File: src/rtl/sha256_header_seq.sv
// sha256_header_seq: drives a SHA-256 core over an 80-byte header, reusing the block-1 midstate for each nonce
module sha256_header_seq #(
    parameter int CNT_W = 16
) (
    input  logic             clk,
    input  logic             n_rst,
    input  logic             start,
    input  logic [639:0]     header,
    input  logic [CNT_W-1:0] nonce_count,
    output logic             busy,
    output logic [255:0]     digest,
    output logic [31:0]      digest_nonce,
    output logic             digest_valid,
    input  logic             digest_ready,
    output logic             sha_enable,
    output logic [511:0]     sha_data,
    output logic [255:0]     sha_current_hash,
    input  logic [255:0]     sha_hash,
    input  logic             sha_hash_done
);
    localparam logic [255:0] IV = 256'h6a09e667_bb67ae85_3c6ef372_a54ff53a_510e527f_9b05688c_1f83d9ab_5be0cd19;

    typedef enum logic [2:0] {IDLE, MID_START, MID_WAIT, BLK_START, BLK_WAIT, OUT} state_t;

    state_t           state_q;
    logic [95:0]      tail_q;
    logic [31:0]      nonce_q;
    logic [31:0]      nonce_d;
    logic [CNT_W-1:0] cnt_q;
    logic [255:0]     mid_q;
    logic [255:0]     digest_q;
    logic [31:0]      dnonce_q;
    logic             valid_q;
    logic             en_q;
    logic [511:0]     data_q;
    logic [255:0]     chv_q;

    // second block: header tail, nonce, then padding for an 80-byte (640-bit) message
    function automatic logic [511:0] blk2(input logic [95:0] t, input logic [31:0] n);
        return {t, n, 32'h8000_0000, 288'h0, 64'h280};
    endfunction

    // next nonce wraps naturally at 2^32
    always_comb nonce_d = nonce_q + 32'd1;

    // job sequencing; core operands are registered and held from the enable cycle onwards
    always_ff @(posedge clk or negedge n_rst) begin
        if (!n_rst) begin
            state_q  <= IDLE;
            tail_q   <= '0;
            nonce_q  <= '0;
            cnt_q    <= '0;
            mid_q    <= '0;
            digest_q <= '0;
            dnonce_q <= '0;
            valid_q  <= 1'b0;
            en_q     <= 1'b0;
            data_q   <= '0;
            chv_q    <= '0;
        end else begin
            en_q <= 1'b0;
            case (state_q)
                IDLE: if (start) begin
                    tail_q  <= header[127:32];
                    nonce_q <= header[31:0];
                    cnt_q   <= (nonce_count == '0) ? CNT_W'(1) : nonce_count;
                    data_q  <= header[639:128];
                    chv_q   <= IV;
                    en_q    <= 1'b1;
                    state_q <= MID_START;
                end
                MID_START: state_q <= MID_WAIT;
                MID_WAIT: if (sha_hash_done) begin
                    mid_q   <= sha_hash;
                    chv_q   <= sha_hash;
                    data_q  <= blk2(tail_q, nonce_q);
                    en_q    <= 1'b1;
                    state_q <= BLK_START;
                end
                BLK_START: state_q <= BLK_WAIT;
                BLK_WAIT: if (sha_hash_done) begin
                    digest_q <= sha_hash;
                    dnonce_q <= nonce_q;
                    valid_q  <= 1'b1;
                    state_q  <= OUT;
                end
                OUT: if (digest_ready) begin
                    valid_q <= 1'b0;
                    cnt_q   <= cnt_q - CNT_W'(1);
                    if (cnt_q == CNT_W'(1)) begin
                        state_q <= IDLE;
                    end else begin
                        nonce_q <= nonce_d;
                        data_q  <= blk2(tail_q, nonce_d);
                        chv_q   <= mid_q;
                        en_q    <= 1'b1;
                        state_q <= BLK_START;
                    end
                end
                default: state_q <= IDLE;
            endcase
        end
    end

    assign busy             = state_q != IDLE;
    assign digest           = digest_q;
    assign digest_nonce     = dnonce_q;
    assign digest_valid     = valid_q;
    assign sha_enable       = en_q;
    assign sha_data         = data_q;
    assign sha_current_hash = chv_q;
endmodule

File: config.mk
export PLATFORM = sky130hd
export DESIGN_NAME = sha256_header_seq
export DESIGN_NICKNAME = d
export VERILOG_FILES = /design/src/rtl/sha256_header_seq.sv
export SDC_FILE = /design/constraint.sdc
export NUM_CORES = 2
export LEC_CHECK = 0
export CORE_AREA = 2 2 781 783
export CTS_CLUSTER_DIAMETER = 40
export DETAILED_ROUTE_END_ITERATION = 7
export DIE_AREA = 0 0 783 785
export SYNTH_ARGS = -nofsm -noshare
export SYNTH_HDL_FRONTEND = slang
export SYNTH_SLANG_ARGS = --single-unit
File: constraint.sdc
create_clock -name clk -period 6.14 [get_ports clk]
set_input_delay 0.921 -clock clk [delete_from_list [all_inputs] [get_ports clk]]
set_output_delay 0.921 -clock clk [all_outputs]
set_load 0.05 [all_outputs]
==> metrics.md <==
| Metric | Value |
|---|---|
| Worst R2R End | `sha_current_hash[111]$_DFFE_PN0P_` |
| Hold Slack | `494.3 ps` |
| Max-slew violations | `0` |
| Design internal power | `0.03703 W` |
| Maximum vdd drop | `approximately 430 µV` |
| Final ANT Viol Nets | `0` |
| Setup WS post-layout | `between 2000 and 2500 ps` |
| Fin crit share | `0.6282` |
| Unrepaired setup endpoints after global routing | `no` |
| EDFF count, synth | `0` |
| Static Leak | `38.56 nW` |
| Worst setup endpoint | `busy` |
| Setup Viol. Count Final | `0` |
| Routability cong. | `around 0.99` |
| FMAX | `roughly 260 MHz` |
| # rows | `286` |
| Die height | `~790 µm` |
| Slowest CP cell | `clkdlybuf4s50_1` |
| Net Sw Frac | `0.4957` |
| Root buffer cell | `clkbuf_16` |
| H-tree depth | `5` |
| Slew headroom | `0.08309` |
| CP required | `around 5200 ps` |
| Reg-to-reg slack, setup | `roughly 2300 ps` |
| Final nets | `between 8000 and 9000` |
| Post-synthesis simple-gate area fraction | `0.1007` |
| WP depth | `3` |
| Async S/R FF share, synth | `1.000` |
| Hold Fails Final Rpt | `0` |
| Fraction of power consumed by sequential logic | `0.242` |
| Layout cell share with drive strength beyond 1 | `0.1806` |
| Post-synthesis mux area share | `0.1200` |
| Synth area leaders | `dfrtp_1, mux2_2, nand4_1` |
| Yosys top cell by area | `dfrtp_1` |
| Run status | `complete, no violations` |
| Psw | `0.03640 W` |
| Post-CTS Resized | `0` |
| CP peak stage delay | `a little under 1000 ps` |
| Area growth, synth to finish | `66.25%` |
| Post-synthesis xor/xnor area fraction | `0.001002` |
| Core Footprint | `0.6055 mm²` |
| Initial antenna violation count | `242` |
| Setup Skew | `between 70 and 80 ps` |
| CTS Sinks | `about 1500` |
| CP startpoint | `state_q[0]$_DFFE_PN0P_` |
| Pin count of the biggest net entering global routing | `roughly 190` |
| DP Area | `around 0.090 mm²` |
| Post-CTS setup repair buffer count | `0` |
| Arrival @ worst endpoint | `~2900 ps` |
| Crit Reg-Reg Startpoint | `state_q[1]$_DFFE_PN0P_` |
| Synthesized area per cell | `~11 µm²` |
| Top_reg_cell synth | `dfrtp_1` |
| Post-DP HPWL | `406500 µm` |
| Place WS | `2037 ps` |
| Routed Wire Length | `between 500000 and 600000 µm` |
| Synth top area share | `0.5973` |
| Boundary Pins | `a little under 2000` |
| Clock power frac | `0.254` |
| Class of the worst hold path | `register to register` |
| Critical Path End Type | `output pin` |
| Vias in the first global route | `roughly 55000` |
| Synth Warn # | `0` |
| Clock Tree Buf Depth | `4` |
| Drt drc | `0` |
| Slew @ Worst Pin | `about 1400 ps` |
| Tmin final | `roughly 3900 ps` |
| Via density | `roughly 3.6` |
| Worst R2R Path Depth | `7` |
| Initial DRC Count | `~5200` |
| DR pass1 iterations | `6` |
| Maximum net fanout on the critical path | `27` |
| CTS tree | `yes` |
| Vias after detailed routing | `approximately 57000` |
| Gate power share | `0.504` |
| Synth Instances | `~5500` |
| Total power | `roughly 0.073 W` |
| Critical path class | `register to output pin` |
| Compound-cell area share of the yosys netlist | `0.1180` |
| Die Width | `between 700 and 800 µm` |
| Clk slew on worst S/H paths | `50 ps` |
| Number of I/O port buffers | `between 1500 and 2000` |
| Die ar. | `0.6147 mm²` |
| Syn Nets | `between 6000 and 7000` |
| Post-route design area | `between 0.1 and 0.15 mm²` |
| CP delay by family, top | `buffers and inverters` |
| Wire per inst | `about 32 µm` |
| Area share of fa/ha/maj cells after synthesis | `0.0006132` |
| Setup TNS | `0 ps` |
| Clock latency on the worst-skew pair | `940 ps` |
| Synth Register Bits | `roughly 1500` |
| Synth Cell Area | `between 0.06 and 0.07 mm²` |
| Global route total overflow | `0` |
| First-pass GRT wire length | `between 600000 and 700000 µm` |
| Distinct cells, synth | `between 60 and 70` |
| Initial core utilization | `0.1011` |
| Pwr/cell area | `approximately 720 mW/mm²` |
| Tot GR Track Use | `0.1568` |
| Buf+Inv Stages, Crit Path | `2` |
| Max-Cap Viols | `0` |
| Critical path, cell by cell | `buf_4, or3_1, clkdlybuf4s50_1` |
| CTS Buf Count | `approximately 320` |
| Largest family of logic cells by synthesized area | `multiplexers` |
| Worst setup SP type | `register` |
| Part of the Yosys area used for sequential elements | `0.5973` |
==> sequential cells by signal, summed over array words and instances (netlist names) <==
| signal | flops |
|---|---|
| nonce_q | 32 |
| digest_nonce | 32 |
| digest | 256 |
| state_q | 3 |
| sha_data | 512 |
| sha_current_hash | 256 |
| mid_q | 256 |
| sha_enable | 1 |
| tail_q | 96 |
| digest_valid | 1 |
| cnt_q | 16 |
==> cell usage after synthesis (4+ instances only) <==
library cell	count
a31oi_1	124
inv_1	392
clkbuf_1	368
and3_1	7
xnor2_1	6
o22ai_1	151
a21o_1	4
nand4_1	395
nor2_1	61
nor3_1	406
a22oi_1	144
o21ai_0	346
mux2_2	648
a22o_1	5
o2bb2ai_1	8
o21ai_1	100
buf_1	43
buf_6	53
buf_2	42
o211ai_1	5
nand3_1	18
dfrtp_1	1461
a41oi_1	7
or3_1	6
nor4_1	15
nand2_1	241
nand3b_1	6
o22a_1	6
o21a_1	4
a2bb2oi_1	8
a21oi_1	326
or4_1	4
a221oi_1	5
==> power by group through the flow <==
| stage | clock network, W | registers (W) | logic (W) |
|---|---|---|---|
| 2_1_floorplan | 0 | 0.0281 | 0.00919 |
| 3_3_place_gp | 0 | 0.0177 | 0.0374 |
| 3_5_place_dp | 0 | 0.0178 | 0.0375 |
| 4_1_cts | 0.0191 | 0.0177 | 0.0376 |
| 5_1_grt | 0.0195 | 0.0183 | 0.0387 |
| 6_report | 0.0187 | 0.0178 | 0.0370 |
==> cells by family after synthesis <==
group,count (synthesis)
AO/OA/AOI/OAI,1256
flip-flops,1461
AND/OR/NAND/NOR,1180
adder cells (fa/ha/maj),3
XOR/XNOR,7
multiplexers,652
buffers and inverters,898
==> layout by cell type, fill, tap and decap left out, types with 38 or more instances in the layout <==
cell type,instances
inv_1,392
clkbuf_1,40
dfrtp_1,1461
nor3_1,402
nor2_1,59
clkbuf_16,321
a31oi_1,123
buf_4,105
clkdlybuf4s50_1,1929
a21oi_1,325
nand2_1,240
o21ai_0,346
a22oi_1,144
bufinv_16,47
nand4_1,395
diode_2,106
o22ai_1,151
clkinv_2,47
clkbuf_8,38
mux2_2,648
o21ai_1,100
==> worst reg2reg max path: stages (launching register included) <==
cell and delay (ps):
dfrtp_1 350, buf_4 240, and3b_4 570, buf_4 580, buf_4 680, buf_4 720
a22oi_1 400, a21oi_1 200
==> area by class of cell <==
type / instances / area, µm²
timing repair buffer: 2081 / 20880
multi-input combinational: 3098 / 20940
antenna: 106 / 265.3
tap: 8064 / 10090
clock buffer: 399 / 8706
sequential: 1461 / 36560
clock inverter: 192 / 2861
fill: 67270 / 503700
inverter: 392 / 1471
==> metrics by stage <==
step | util | std cells
2_1_floorplan | - | 5457
5_1_grt | 0.1679 | 15740
4_1_cts | 0.1676 | 15690
3_3_place_gp | 0.1485 | 15090
3_5_place_dp | 0.1485 | 15100
6_report | 0.1681 | 15790
==> layer usage <==
metal / GRT usage / wire, µm / vias to the layer above
li1: - / - / 23690
met1: 0.1789 / 191200 / 29240
met2: 0.2496 / 231700 / 2918
met3: 0.07525 / 57740 / 878
met4: 0.06662 / 24230 / 104
met5: 0.002096 / 675 / -
==> how the worst min path moves through the flow <==
stage	from	to	cells after the start
after floorplan	cnt_q[15]$_DFFE_PN0P_	cnt_q[15]$_DFFE_PN0P_	1
after global placement	cnt_q[6]$_DFFE_PN0P_	cnt_q[6]$_DFFE_PN0P_	1
after detailed placement	cnt_q[6]$_DFFE_PN0P_	cnt_q[6]$_DFFE_PN0P_	1
after CTS	header[578]	sha_data[450]$_DFFE_PN0P_	3
after global routing	header[548]	sha_data[420]$_DFFE_PN0P_	3
final	cnt_q[6]$_DFFE_PN0P_	cnt_q[6]$_DFFE_PN0P_	1
==> repair_timing <==
action,CTS,global route
hold buffers,1,0
setup endpoints to repair,0,0
endpoints found under the hold margin,54,0
No activity file was read; power rests on OpenSTA's default activity.
